## config.mk

```make
export PLATFORM = sky130hd
export DESIGN_NAME = thread_dispatcher_flat
export DESIGN_NICKNAME = d
export VERILOG_FILES = /design/src/rtl/gpu_pkg.sv /design/src/rtl/thread_dispatcher_if.sv /design/src/rtl/thread_done_tracker.sv /design/src/rtl/thread_dispatcher.sv /design/src/flat_wrapper.sv
export SDC_FILE = /design/constraint.sdc
export NUM_CORES = 1
export LEC_CHECK = 0
export BUFFER_PORTS_ARGS = -buffer_cell sky130_fd_sc_hd__buf_2
export CAP_MARGIN = 20
export CORE_MARGIN = 4
export CORE_UTILIZATION = 25
export DETAILED_ROUTE_END_ITERATION = 10
export GPL_TIMING_DRIVEN = 0
export HOLD_SLACK_MARGIN = 0.02
export MAX_ROUTING_LAYER = met4
export PLACE_DENSITY = 0.54
export SLEW_MARGIN = 20
export SYNTH_ARGS = -nofsm -noshare
export SYNTH_HDL_FRONTEND = slang
export SYNTH_SLANG_ARGS = --single-unit
```

## constraint.sdc

```tcl
create_clock -name clk -period 5.04 [get_ports clk]
set_input_delay 1.008 -clock clk [delete_from_list [all_inputs] [get_ports clk]]
set_output_delay 1.008 -clock clk [all_outputs]
set_load 0.01 [all_outputs]
```

## src/rtl/gpu_pkg.sv

```systemverilog
// Shared types and defaults for the GPU thread dispatch path.
package gpu_pkg;

  localparam int NUM_THREADS_DEFAULT = 4;
  localparam int TIMEOUT_DEFAULT     = 64;
  localparam int RESULT_W            = 32;

  typedef enum logic [2:0] {
    OP_ADD  = 3'b000,
    OP_LOAD = 3'b110,
    OP_NOP  = 3'b111
  } instr_type_e;

  typedef enum logic [1:0] {
    ST_IDLE  = 2'd0,
    ST_ISSUE = 2'd1,
    ST_WAIT  = 2'd2,
    ST_RESP  = 2'd3
  } dispatch_state_e;

endpackage

```

## src/rtl/thread_dispatcher_if.sv

```systemverilog
// Request, lane broadcast and response signals of the thread dispatcher.
// The dispatcher uses the slave view; the host and lanes use the master view.
interface thread_dispatcher_if
  import gpu_pkg::*;
#(
  parameter int NUM_THREADS = NUM_THREADS_DEFAULT
) ();

  logic                            req_valid;
  logic                            req_ready;
  logic [2:0]                      req_type;
  logic [4:0]                      req_regnum_1;
  logic [4:0]                      req_regnum_2;
  logic [4:0]                      req_dest_reg;
  logic [5:0]                      req_shammt;
  logic [NUM_THREADS-1:0]          req_mask;

  logic [2:0]                      fu_type_instruction;
  logic [4:0]                      fu_regnum_1;
  logic [4:0]                      fu_regnum_2;
  logic [4:0]                      fu_dest_reg;
  logic [5:0]                      fu_shammt;
  logic [NUM_THREADS-1:0]          fu_is_active;
  logic [NUM_THREADS-1:0]          fu_thread_complete;
  logic [NUM_THREADS*RESULT_W-1:0] fu_final_result;

  logic                            res_valid;
  logic                            res_ready;
  logic [NUM_THREADS*RESULT_W-1:0] res_data;
  logic [NUM_THREADS-1:0]          res_mask;
  logic                            res_timeout;
  logic                            busy;

  modport slave (
    input  req_valid, req_type, req_regnum_1, req_regnum_2, req_dest_reg,
           req_shammt, req_mask, fu_thread_complete, fu_final_result, res_ready,
    output req_ready, fu_type_instruction, fu_regnum_1, fu_regnum_2,
           fu_dest_reg, fu_shammt, fu_is_active, res_valid, res_data,
           res_mask, res_timeout, busy
  );

  modport master (
    output req_valid, req_type, req_regnum_1, req_regnum_2, req_dest_reg,
           req_shammt, req_mask, fu_thread_complete, fu_final_result, res_ready,
    input  req_ready, fu_type_instruction, fu_regnum_1, fu_regnum_2,
           fu_dest_reg, fu_shammt, fu_is_active, res_valid, res_data,
           res_mask, res_timeout, busy
  );

endinterface

```

## src/rtl/thread_done_tracker.sv

```systemverilog
// Sticky per-lane completion mask plus a result register per lane that
// captures the lane's value on the first cycle its completion is seen.
module thread_done_tracker
  import gpu_pkg::*;
#(
  parameter int NUM_THREADS = NUM_THREADS_DEFAULT
) (
  input  logic                            clk,
  input  logic                            rst,
  input  logic                            i_clear,
  input  logic                            i_enable,
  input  logic [NUM_THREADS-1:0]          i_mask,
  input  logic [NUM_THREADS-1:0]          i_complete,
  input  logic [NUM_THREADS*RESULT_W-1:0] i_result,
  output logic [NUM_THREADS-1:0]          o_done_mask,
  output logic [NUM_THREADS-1:0]          o_done_next,
  output logic [NUM_THREADS*RESULT_W-1:0] o_results
);

  logic [NUM_THREADS-1:0]          r_done;
  logic [NUM_THREADS*RESULT_W-1:0] r_results;
  logic [NUM_THREADS-1:0]          w_new;

  // Only lanes in the mask that have not completed before may capture.
  assign w_new       = i_complete & i_mask & ~r_done;
  assign o_done_next = r_done | (i_complete & i_mask);
  assign o_done_mask = r_done;
  assign o_results   = r_results;

  always_ff @(posedge clk or negedge rst) begin
    if (!rst) begin
      r_done    <= '0;
      r_results <= '0;
    end else if (i_clear) begin
      r_done    <= '0;
      r_results <= '0;
    end else if (i_enable) begin
      r_done <= o_done_next;
      for (int i = 0; i < NUM_THREADS; i++) begin
        if (w_new[i]) begin
          r_results[i*RESULT_W +: RESULT_W] <= i_result[i*RESULT_W +: RESULT_W];
        end
      end
    end
  end

endmodule

```

## src/rtl/thread_dispatcher.sv

```systemverilog
// Thread dispatcher: issues one instruction to all active func_unit lanes and
// returns their results once every lane completes or the wait times out.
module thread_dispatcher
  import gpu_pkg::*;
#(
  parameter int NUM_THREADS = NUM_THREADS_DEFAULT,
  parameter int TIMEOUT     = TIMEOUT_DEFAULT
) (
  input  logic               clk,
  input  logic               rst,
  thread_dispatcher_if.slave bus
);

  localparam int CW = $clog2(TIMEOUT) + 1;

  dispatch_state_e r_state;
  dispatch_state_e w_next_state;

  logic [NUM_THREADS-1:0]          r_mask;
  logic [2:0]                      r_fu_type;
  logic [4:0]                      r_fu_reg1;
  logic [4:0]                      r_fu_reg2;
  logic [4:0]                      r_fu_dest;
  logic [5:0]                      r_fu_shammt;
  logic [NUM_THREADS-1:0]          r_fu_active;
  logic [CW-1:0]                   r_count;
  logic                            r_res_timeout;

  logic                            w_accept;
  logic                            w_clear;
  logic                            w_track_en;
  logic                            w_set_timeout;
  logic                            w_fu_idle;
  logic                            w_all_done;
  logic                            w_expired;
  logic [NUM_THREADS-1:0]          w_done_mask;
  logic [NUM_THREADS-1:0]          w_done_next;
  logic [NUM_THREADS*RESULT_W-1:0] w_results;

  thread_done_tracker #(
    .NUM_THREADS (NUM_THREADS)
  ) u_tracker (
    .clk         (clk),
    .rst         (rst),
    .i_clear     (w_clear),
    .i_enable    (w_track_en),
    .i_mask      (r_mask),
    .i_complete  (bus.fu_thread_complete),
    .i_result    (bus.fu_final_result),
    .o_done_mask (w_done_mask),
    .o_done_next (w_done_next),
    .o_results   (w_results)
  );

  assign w_all_done = (w_done_next == r_mask);
  assign w_expired  = (r_count == CW'(TIMEOUT - 1));

  always_ff @(posedge clk or negedge rst) begin
    if (!rst) begin
      r_state <= ST_IDLE;
    end else begin
      r_state <= w_next_state;
    end
  end

  // Completion is tested before expiry so a last-cycle completion is not a timeout.
  always_comb begin
    w_next_state  = r_state;
    w_accept      = 1'b0;
    w_clear       = 1'b0;
    w_track_en    = 1'b0;
    w_set_timeout = 1'b0;
    w_fu_idle     = 1'b0;
    case (r_state)
      ST_IDLE: begin
        if (bus.req_valid && (bus.req_type != OP_NOP)) begin
          w_accept     = 1'b1;
          w_next_state = ST_ISSUE;
        end
      end
      ST_ISSUE: begin
        w_clear = 1'b1;
        if (r_fu_type == OP_LOAD) begin
          w_next_state = ST_IDLE;
          w_fu_idle    = 1'b1;
        end else if (r_mask == '0) begin
          w_next_state = ST_RESP;
          w_fu_idle    = 1'b1;
        end else begin
          w_next_state = ST_WAIT;
        end
      end
      ST_WAIT: begin
        w_track_en = 1'b1;
        if (w_all_done) begin
          w_next_state = ST_RESP;
          w_fu_idle    = 1'b1;
        end else if (w_expired) begin
          w_next_state  = ST_RESP;
          w_set_timeout = 1'b1;
          w_fu_idle     = 1'b1;
        end
      end
      ST_RESP: begin
        if (bus.res_ready) begin
          w_next_state = ST_IDLE;
        end
      end
      default: begin
        w_next_state = ST_IDLE;
      end
    endcase
  end

  always_ff @(posedge clk or negedge rst) begin
    if (!rst) begin
      r_mask        <= '0;
      r_fu_type     <= OP_NOP;
      r_fu_reg1     <= '0;
      r_fu_reg2     <= '0;
      r_fu_dest     <= '0;
      r_fu_shammt   <= '0;
      r_fu_active   <= '0;
      r_count       <= '0;
      r_res_timeout <= 1'b0;
    end else begin
      if (w_accept) begin
        r_mask      <= bus.req_mask;
        r_fu_type   <= bus.req_type;
        r_fu_reg1   <= bus.req_regnum_1;
        r_fu_reg2   <= bus.req_regnum_2;
        r_fu_dest   <= bus.req_dest_reg;
        r_fu_shammt <= bus.req_shammt;
        r_fu_active <= bus.req_mask;
      end
      if (w_fu_idle) begin
        r_fu_type   <= OP_NOP;
        r_fu_active <= '0;
      end
      if (w_clear) begin
        r_count       <= '0;
        r_res_timeout <= 1'b0;
      end else if (w_track_en) begin
        r_count <= r_count + CW'(1);
      end
      if (w_set_timeout) begin
        r_res_timeout <= 1'b1;
      end
    end
  end

  assign bus.req_ready           = (r_state == ST_IDLE);
  assign bus.busy                = (r_state != ST_IDLE);
  assign bus.res_valid           = (r_state == ST_RESP);
  assign bus.res_data            = w_results;
  assign bus.res_mask            = w_done_mask;
  assign bus.res_timeout         = r_res_timeout;
  assign bus.fu_type_instruction = r_fu_type;
  assign bus.fu_regnum_1         = r_fu_reg1;
  assign bus.fu_regnum_2         = r_fu_reg2;
  assign bus.fu_dest_reg         = r_fu_dest;
  assign bus.fu_shammt           = r_fu_shammt;
  assign bus.fu_is_active        = r_fu_active;

endmodule

```

## src/flat_wrapper.sv

```systemverilog
// flat-port wrapper written by rule: the top's interface ports become plain ports
module thread_dispatcher_flat import gpu_pkg::*;
#(
  parameter int NUM_THREADS = NUM_THREADS_DEFAULT,
  parameter int TIMEOUT     = TIMEOUT_DEFAULT
)
  (clk, rst, bus_req_valid, bus_req_type, bus_req_regnum_1, bus_req_regnum_2, bus_req_dest_reg, bus_req_shammt, bus_req_mask, bus_fu_thread_complete, bus_fu_final_result, bus_res_ready, bus_req_ready, bus_fu_type_instruction, bus_fu_regnum_1, bus_fu_regnum_2, bus_fu_dest_reg, bus_fu_shammt, bus_fu_is_active, bus_res_valid, bus_res_data, bus_res_mask, bus_res_timeout, bus_busy);
  thread_dispatcher_if #(.NUM_THREADS(NUM_THREADS)) bus_i ();
  input  logic clk;
  input  logic rst;
  input wire logic [$bits(bus_i.req_valid)-1:0] bus_req_valid;
  input wire logic [$bits(bus_i.req_type)-1:0] bus_req_type;
  input wire logic [$bits(bus_i.req_regnum_1)-1:0] bus_req_regnum_1;
  input wire logic [$bits(bus_i.req_regnum_2)-1:0] bus_req_regnum_2;
  input wire logic [$bits(bus_i.req_dest_reg)-1:0] bus_req_dest_reg;
  input wire logic [$bits(bus_i.req_shammt)-1:0] bus_req_shammt;
  input wire logic [$bits(bus_i.req_mask)-1:0] bus_req_mask;
  input wire logic [$bits(bus_i.fu_thread_complete)-1:0] bus_fu_thread_complete;
  input wire logic [$bits(bus_i.fu_final_result)-1:0] bus_fu_final_result;
  input wire logic [$bits(bus_i.res_ready)-1:0] bus_res_ready;
  output wire logic [$bits(bus_i.req_ready)-1:0] bus_req_ready;
  output wire logic [$bits(bus_i.fu_type_instruction)-1:0] bus_fu_type_instruction;
  output wire logic [$bits(bus_i.fu_regnum_1)-1:0] bus_fu_regnum_1;
  output wire logic [$bits(bus_i.fu_regnum_2)-1:0] bus_fu_regnum_2;
  output wire logic [$bits(bus_i.fu_dest_reg)-1:0] bus_fu_dest_reg;
  output wire logic [$bits(bus_i.fu_shammt)-1:0] bus_fu_shammt;
  output wire logic [$bits(bus_i.fu_is_active)-1:0] bus_fu_is_active;
  output wire logic [$bits(bus_i.res_valid)-1:0] bus_res_valid;
  output wire logic [$bits(bus_i.res_data)-1:0] bus_res_data;
  output wire logic [$bits(bus_i.res_mask)-1:0] bus_res_mask;
  output wire logic [$bits(bus_i.res_timeout)-1:0] bus_res_timeout;
  output wire logic [$bits(bus_i.busy)-1:0] bus_busy;
  assign bus_i.req_valid = bus_req_valid;
  assign bus_i.req_type = bus_req_type;
  assign bus_i.req_regnum_1 = bus_req_regnum_1;
  assign bus_i.req_regnum_2 = bus_req_regnum_2;
  assign bus_i.req_dest_reg = bus_req_dest_reg;
  assign bus_i.req_shammt = bus_req_shammt;
  assign bus_i.req_mask = bus_req_mask;
  assign bus_i.fu_thread_complete = bus_fu_thread_complete;
  assign bus_i.fu_final_result = bus_fu_final_result;
  assign bus_i.res_ready = bus_res_ready;
  assign bus_req_ready = bus_i.req_ready;
  assign bus_fu_type_instruction = bus_i.fu_type_instruction;
  assign bus_fu_regnum_1 = bus_i.fu_regnum_1;
  assign bus_fu_regnum_2 = bus_i.fu_regnum_2;
  assign bus_fu_dest_reg = bus_i.fu_dest_reg;
  assign bus_fu_shammt = bus_i.fu_shammt;
  assign bus_fu_is_active = bus_i.fu_is_active;
  assign bus_res_valid = bus_i.res_valid;
  assign bus_res_data = bus_i.res_data;
  assign bus_res_mask = bus_i.res_mask;
  assign bus_res_timeout = bus_i.res_timeout;
  assign bus_busy = bus_i.busy;
  thread_dispatcher #(.NUM_THREADS(NUM_THREADS), .TIMEOUT(TIMEOUT)) u_core (.clk(clk), .rst(rst), .bus(bus_i));
endmodule
```

# After elaboration in Yosys (flattened, before gate mapping)
# Index checks and enable logic that the tools add are counted.
# W data, S select, Z words.
# word_totals
in_bits	164
elab_cells	80
regBits	174
output_inout_bits	164
# op_classes
bitwise_logic	4
n_addsub	1
n_eq_ne	10
reduce_logical	16
n_mux	34
# ops
op	count
$mux W128	2
$mux W32	4
$mux W4	4
$reduce_bool A2 Y1	8
$mux W7	2
$mux W1	13
$mux W2	5
$and A4 B4 Y4	2
$pmux W2 S4	1
$reduce_and A2 Y1	4
$add A7 B1 Y7 const B	1
$eq A7 B6 Y1 const B	1
$mux W3	2
$eq A2 B2 Y1 const B	2
$eq A4 B4 Y1	1
$logic_not A4 Y1	1
$not A4 Y4	1
$or A4 B4 Y4	1
$eq A3 B3 Y1 const B	1
$ne A3 B1 Y1 const B	1
$ne A3 B3 Y1 const B	1
$reduce_and A3 Y1	1
$eq A2 B1 Y1 const B	1
$logic_not A2 Y1	1
4 further kinds	4

# Depth between registers and ports, before layout
# Gate-level depths: netlist of the first run.
# logic_depth
ltp_word	6
ltp_mapped	8
mapped_depth_nobuf	6

# By module
# A second synthesis of the first run with hierarchy kept.
# hier_totals
cells_unflattened	521
hier_area_um2	6782.8
# modules_own_cells
mod	n_inst	cells_per_inst	area_each_um2	seq_area_each_um2
thread_done_tracker	1	315	4867.2	3303.2
thread_dispatcher	1	206	1915.6	1054.8

# Least setup slack after synthesis of the first run
# No wires, ideal clock.
# synth_path
kind	input to register
start	in bus_req_type[0]
end	reg u_core.r_fu_dest[0] (netlist: u_core.bus.fu_dest_reg[0])
stages	7
path_buffers	2
setup_time_ps	65
arrival_ps	1942
setup_slack_ps	3033
required_time_ps	4975
path_cell_list	nand3_1 -> nand2_1 -> nor2_1 -> clkbuf_1 -> buf_1 -> nand2_1 -> nand2_1
# synth_via
elab_chain_len	4
# synth_lines
item	line	text
start: declaration	flat_wrapper.sv:12	input wire logic [$bits(bus_i.req_type)-1:0] bus_req_type;
$ne A3 B3 Y1	thread_dispatcher.sv:76	if (bus.req_valid && (bus.req_type != OP_NOP)) begin
$logic_and A1 B1 Y1	thread_dispatcher.sv:76	
$mux W1	thread_dispatcher.sv:76	
$mux W1	thread_dispatcher.sv:74	case (r_state)
end signal: assignment	thread_dispatcher.sv:132	r_fu_dest <= bus.req_dest_reg;
end: declaration	thread_dispatcher.sv:23	logic [4:0] r_fu_dest;
# No other way between the ends.
# A chain may end at the register's enable or synchronous reset.

# Worst setup path in the final report of the first run
# layout_path
start	reg u_core.r_state[0]
end	out bus_busy
# layout_via
elab_chain_len	1
# layout_lines
item	line	text
start: declaration	thread_dispatcher.sv:16	dispatch_state_e r_state;
start signal: assignment	thread_dispatcher.sv:62	r_state <= w_next_state;
$reduce_bool A2 Y1	thread_dispatcher.sv:153	assign bus.busy = (r_state != ST_IDLE);
end: declaration	flat_wrapper.sv:32	output wire logic [$bits(bus_i.busy)-1:0] bus_busy;
# No other way between the ends.

==> flow_metrics.py, run 1 <==
metrics = {
    "drt": {
        "route.detailed.drc": 0,
        "drt-total-wl_mm": 19.9,
        "drtAntennaViolNets": 0,
        "vias_per_cell": 4.38,
        "wire_per_inst_um": 16.3,
        "drtIter0Drc": 381,
        "dr.pass1.iters": 4,
        "vias": 5352,
    },
    "clock_network": {
        "cts_setup_buffers": 0,
        "cts_root_buf": "clkbuf_16",
        "cts.sinks": 174,
        "cts_buffer_depth": 2,
        "clkLatencyLatePin_ns": 0.42,
        "cts_buffers": 17,
        "clk_pin_slew_worst_paths_ns": 0.07,
        "cts_hold_buffers": 0,
        "cts-resized-gates": 0,
        "cts_tree": "built",
        "htreeDepth": 4,
    },
    "final_layout": {
        "largest_register_ffs": 128,
        "multiInputGateArea_sq_mm": 0.00205,
        "areaGrowthSynthToFinish_pct": 41.4,
        "final_common_cell": "buf_2",
        "instances_no_fill": 1221,
        "finalNetCount": 1040,
        "fillerInstances": 2667,
        "most-common-layout-cells": "326 x buf_2, 171 x dfrtp_1, 129 x a22o_1",
        "drive_above_1_share_pct": 41.5,
        "ff_latch_area_sq_mm": 0.00436,
    },
    "floorplanning": {
        "initial_core_util_pct": 25.3,
        "core_area_sq_mm": 0.0260,
        "die_x_um": 170,
        "die-area_sq_mm": 0.0289,
        "io-pin-count": 328,
        "die-height_um": 170,
        "num_rows": 59,
    },
    "logic_synthesis": {
        "synth.net_count": 692,
        "synth_warnings": 0,
        "yosysTopAreaCell": "dfrtp_1",
        "ys_seq_area_share_pct": 66.3,
        "ys_ff_latch": 174,
        "netlist_instances": 523,
        "synth_area_leaders": "dfrtp_1 65%, a22o_1 17%, nand2_1 5.4%, clkbuf_1 1.9%, dfstp_2 1.2%",
        "synthFlopType": "dfrtp_1",
        "synth_edf_count": 0,
        "synthArstFlopShare_pct": 100,
        "syn_area_sq_mm": 0.00657,
        "synth_top_area_share_pct": 65.1,
        "synth.distinct_cells": 37,
        "syn_area_per_cell_sq_um": 12.6,
    },
    "global_route": {
        "grt_usage_pct": 13.8,
        "grt_pass1_vias": 5513,
        "grt_first_pass_wirelength_mm": 30.8,
        "grt_max_degree": 67,
        "antenna_found_initial": 2,
        "overflow": 0,
    },
    "timing": {
        "skew_ns": 0.0157,
        "finalCritPeriodShare_pct": 49.9,
        "maxSlewViolCount": 0,
        "rsz0062_at_grt": "false",
        "timing.fmax_mhz": 398,
        "setup_viol": 0,
        "fin_setup_tns_ns": 0,
        "slew_headroom_pct": 50.1,
        "worst_pin_slew_ns": 0.743,
        "period_minus_slack_ns": 2.51,
        "hold_viol_final": 0,
    },
    "power_and_ir_drop": {
        "power.share.sequential_pct": 38.8,
        "power.leakage_nw": 5.05,
        "swShare_pct": 37.8,
        "peakVddDrop_mv": 0.266,
        "p_switching_mw": 2.37,
        "powerDensity_mw_per_mm2": 674,
        "p_int_mw": 3.89,
        "combPwrFrac_pct": 39.8,
        "clkPwrFrac_pct": 21.4,
    },
    "placement": {
        "post-dp-hpwl_mm": 14.8,
        "place_inst": 1187,
        "io_buffer_count": 327,
        "place.gp.congestion": 0.755,
    },
    "run_status": {
        "status": "finished, final reports clean",
    },
    "worst_setup_path": {
        "start_kind": "register",
        "end_kind": "output pin",
        "crit_type": "register to output pin",
        "required_ns": 4.03,
        "crit_path_max_fanout": 5,
        "worst_ep_arrival_time_ns": 1.51,
    },
    "flow_run": {
        "drv_cap": 0,
    },
    "min_path": {
        "hold_class": "register to register",
    },
}
-- power by group through the flow --
stage               registers (mW)  logic [mW]  clock network (mW)
floorplan                     2.70        1.14                   0
global placement              2.43        2.52                   0
detailed placement            2.43        2.56                   0
CTS                           2.43        2.55                1.39
global route                  2.52        2.76                1.46
finish                        2.43        2.49                1.34
-- worst paths after layout --
path	endpoint	slack, ns	from	cells past startpoint
worst min register to register	u_core.bus.fu_dest_reg[4]	0.47	u_core.bus.fu_dest_reg[4]	2
worst max register to register	u_core.u_tracker.o_results[68]	2.58	u_core.r_state[0]	6
worst min-delay path	u_core.bus.fu_dest_reg[4]	0.47	u_core.bus.fu_dest_reg[4]	2
min in group asynchronous	u_core.u_tracker.o_results[40]	0.50	rst	1
max in group asynchronous	u_core.u_tracker.o_results[26]	3.55	rst	3
worst max-delay path	bus_busy	2.53	u_core.r_state[0]	4
-- synthesized netlist by cell type, types with 2 or more instances --
cell type / n
nor3b_1: 3
dfrtp_1: 171
nand3b_1: 5
clkbuf_1: 33
nand2b_1: 2
inv_1: 10
dfstp_2: 3
a22o_1: 129
nor2b_1: 3
nor3_1: 5
o21ai_1: 5
o21ai_0: 3
a31oi_1: 4
or3_1: 2
a21oi_1: 8
mux2i_1: 2
o22ai_1: 4
nor2_1: 12
ha_1: 5
nand3_1: 4
nand2_1: 94
-- through the flow --
stage | worst slack [ns] | utilization, % | cell area, sq um | power (mW) | hold WS (ns)
2_1_floorplan | 3.03 | - | 6570 | 3.85 | 0.478
3_3_place_gp | 0.00819 | 33.2 | 8630 | 4.96 | 0.456
3_5_place_dp | 2.41 | 33.5 | 8690 | 4.98 | 0.461
4_1_cts | 2.45 | 35.7 | 9290 | 6.37 | 0.479
5_1_grt | 2.22 | 35.8 | 9290 | 6.74 | 0.505
6_report | 2.53 | 35.8 | 9290 | 6.26 | 0.474
-- per-layer routing --
| metal | part of all wire (%) | track usage [%] |
|---|---|---|
| met1 | 44 | 18.1 |
| met2 | 48 | 21.4 |
| met3 | 7.1 | 3.81 |
| met4 | 0.99 | 3.19 |
| met5 | 0 | - |
-- cell families after synthesis --
family | Yosys count | synth area share (%)
AND/OR/NAND/NOR | 135 | 8.87
buffers and inverters | 44 | 2.51
XOR/XNOR | 1 | 0.133
AO/OA/AOI/OAI | 161 | 20.7
multiplexers | 3 | 0.476
flip-flops | 174 | 66.3
adder cells (fa/ha/maj) | 5 | 0.952
-- worst max-delay path, stage by stage (launching register included) --
cell	delay, ns
dfrtp_1	0.43
inv_1	0.17
ha_1	0.27
inv_1	0.07
buf_2	0.15
-- cell type report --
| class | instances | area share (%) |
|---|---|---|
| timing repair buffer | 329 | 18.3 |
| clock buffer | 20 | 4.81 |
| buffer | 34 | 1.37 |
| sequential | 174 | 46.9 |
| inverter | 10 | 0.404 |
| antenna | 2 | 0.0539 |
| multi-input combinational | 305 | 22.0 |
| tap | 335 | 4.51 |
| clock inverter | 12 | 1.59 |
Power figures use the tool's default switching activity.
==> run 2, diff against run 1 <==
==> constraint.sdc (replaced) <==
create_clock -name clk -period 2.6 [get_ports clk]
set_input_delay 0.52 -clock clk [delete_from_list [all_inputs] [get_ports clk]]
set_output_delay 0.52 -clock clk [all_outputs]
set_load 0.01 [all_outputs]
==> flow_metrics.py, run 2 (synthesized netlist as in run 1, its figures left out) <==
metrics = {
    "worst_setup_path": {
        "crit_path_max_fanout": 10,
        "worst_ep_arrival_time_ns": 2.79,
        "start_kind": "register",
        "critPathSlowestCell": "nor3_1",
        "crit_type": "register to register",
        "end_kind": "register",
        "required_ns": 2.95,
        "regToRegSetupSlack_ns": 0.16,
        "path_cells": "inv_1, ha_1, nand2b_1, nor3_1, clkbuf_1, a22o_1",
        "crit_family": "simple AND/OR/NAND/NOR gates",
        "slowest_delay_ns": 0.64,
        "path_buf_inv": 2,
    },
    "global_route": {
        "grt_pass1_vias": 5515,
        "grt_usage_pct": 13.8,
        "grt_first_pass_wirelength_mm": 30.9,
        "grt_max_degree": 67,
        "antenna_found_initial": 2,
        "overflow": 0,
    },
    "floorplanning": {
        "num_rows": 59,
        "die-area_sq_mm": 0.0289,
        "die_x_um": 170,
        "core_area_sq_mm": 0.0260,
        "die-height_um": 170,
        "initial_core_util_pct": 25.3,
        "io-pin-count": 328,
    },
    "clock_network": {
        "htreeDepth": 4,
        "cts_root_buf": "clkbuf_16",
        "clkLatencyLatePin_ns": 0.42,
        "cts.sinks": 174,
        "cts_buffer_depth": 2,
        "cts_tree": "built",
        "clk_pin_slew_worst_paths_ns": 0.07,
        "cts_buffers": 17,
    },
    "power_and_ir_drop": {
        "power.leakage_nw": 5.05,
        "powerDensity_mw_per_mm2": 1300,
        "peakVddDrop_mv": 0.515,
    },
    "timing": {
        "timing.fmax_mhz": 409,
        "period_minus_slack_ns": 2.44,
        "finalCritPeriodShare_pct": 93.9,
        "slew_headroom_pct": 50.7,
        "fin_ws_ns": 0.157,
        "hold_viol_final": 0,
        "maxSlewViolCount": 0,
        "setup_viol": 0,
        "rsz0062_at_grt": "true",
        "worst_pin_slew_ns": 0.734,
        "skew_ns": 0.0157,
    },
    "final_layout": {
        "multiInputGateArea_sq_mm": 0.00205,
        "largest_register_ffs": 128,
        "drive_above_1_share_pct": 41.6,
        "finalNetCount": 1041,
        "fillerInstances": 2666,
        "ff_latch_area_sq_mm": 0.00436,
        "post-route-util_pct": 35.8,
        "final_common_cell": "buf_2",
        "stdcell_area_sq_mm": 0.00931,
        "areaGrowthSynthToFinish_pct": 41.6,
        "instances_no_fill": 1222,
        "most-common-layout-cells": "326 x buf_2, 171 x dfrtp_1, 129 x a22o_1",
    },
    "placement": {
        "place_ws_ns": 0.0361,
        "place.gp.congestion": 0.755,
        "placed_cell_area_sq_mm": 0.00869,
        "post-dp-hpwl_mm": 14.8,
        "place_inst": 1187,
        "io_buffer_count": 327,
    },
    "drt": {
        "wire_per_inst_um": 16.3,
        "route.detailed.drc": 0,
        "dr.pass1.iters": 4,
        "drt-total-wl_mm": 19.9,
        "drtIter0Drc": 375,
        "vias_per_cell": 4.37,
        "vias": 5338,
        "drtAntennaViolNets": 0,
    },
    "run_status": {
        "status": "finished, final reports clean",
    },
    "flow_run": {
        "drv_cap": 0,
    },
    "min_path": {
        "hold_class": "input port to register",
    },
}
==> run 2: changes by cell type in the layout (fill, tap and decap cells not counted) <==
| cell | previous run | this run |
|---|---|---|
| dlygate4sd3_1 | 0 | 1 |
| nor3_2 | 0 | 1 |
| nor3_1 | 5 | 4 |
==> run 2: final timing paths <==
| kind | from | to | cells after the start |
|---|---|---|---|
| setup / recovery | u_core.r_state[0] | u_core.u_tracker.o_results[14] | 6 |
| hold / removal | bus_req_dest_reg[2] | u_core.bus.fu_dest_reg[2] | 3 |
| setup reg to reg | u_core.r_state[0] | u_core.u_tracker.o_results[14] | 6 |
| hold reg to reg | u_core.bus.fu_dest_reg[4] | u_core.bus.fu_dest_reg[4] | 2 |
| max in group asynchronous | rst | u_core.u_tracker.o_results[26] | 4 |
| min in group asynchronous | rst | u_core.u_tracker.o_results[40] | 2 |
==> run 2: worst reg2reg max path, cell delays in order, from the launching register on <==
cell and delay, ns:
dfrtp_1 0.43, inv_1 0.13, ha_1 0.35, nand2b_1 0.19, nor3_1 0.64, clkbuf_1 0.44, a22o_1 0.20
==> run 2: stage by stage <==
step | hold slack [ns] | power [mW] | setup TNS (ns)
after global placement | 0.456 | 9.61 | -332.75
after floorplan | 0.224 | 7.45 | 0
after detailed placement | 0.461 | 9.66 | 0
after CTS | 0.264 | 12.4 | 0
after global routing | 0.276 | 13.1 | -2.45
final | 0.287 | 12.1 | 0
==> run 2: layout make-up <==
type | instances | share of cell area, %
Timing Repair Buffer | 330 | 18.4
Multi-Input combinational cell | 305 | 22.1
Inverter | 10 | 0.403
Clock buffer | 20 | 4.80
Tap cell | 335 | 4.50
Clock inverter | 12 | 1.59
Antenna cell | 2 | 0.0538
Sequential cell | 174 | 46.8
Buffer | 34 | 1.37
==> run 2: routing by layer <==
layer,part of all wire (%),track usage [%],wire (um),vias to the layer above
li1,-,-,-,2592
met1,45,18.1,8890,2535
met2,48,21.5,9490,201
met3,6.9,3.81,1370,10
met4,0.99,3.19,198,0
met5,0,-,0,-
==> run 2: timing repair <==
item	4_1_cts	5_1_grt
buffers inserted	0	0
endpoints found under the hold margin	4	0
resized for setup	0	1
setup endpoints to repair	0	70
hold buffers	1	0
==> run 2: power breakdown <==
| group | leakage [nW] | switching [mW] | internal [mW] |
|---|---|---|---|
| registers | 2.31 | 0.736 | 3.97 |
| clock network | 0.284 | 1.13 | 1.47 |
| logic | 2.46 | 2.73 | 2.11 |
| total | 5.05 | 4.59 | 7.54 |
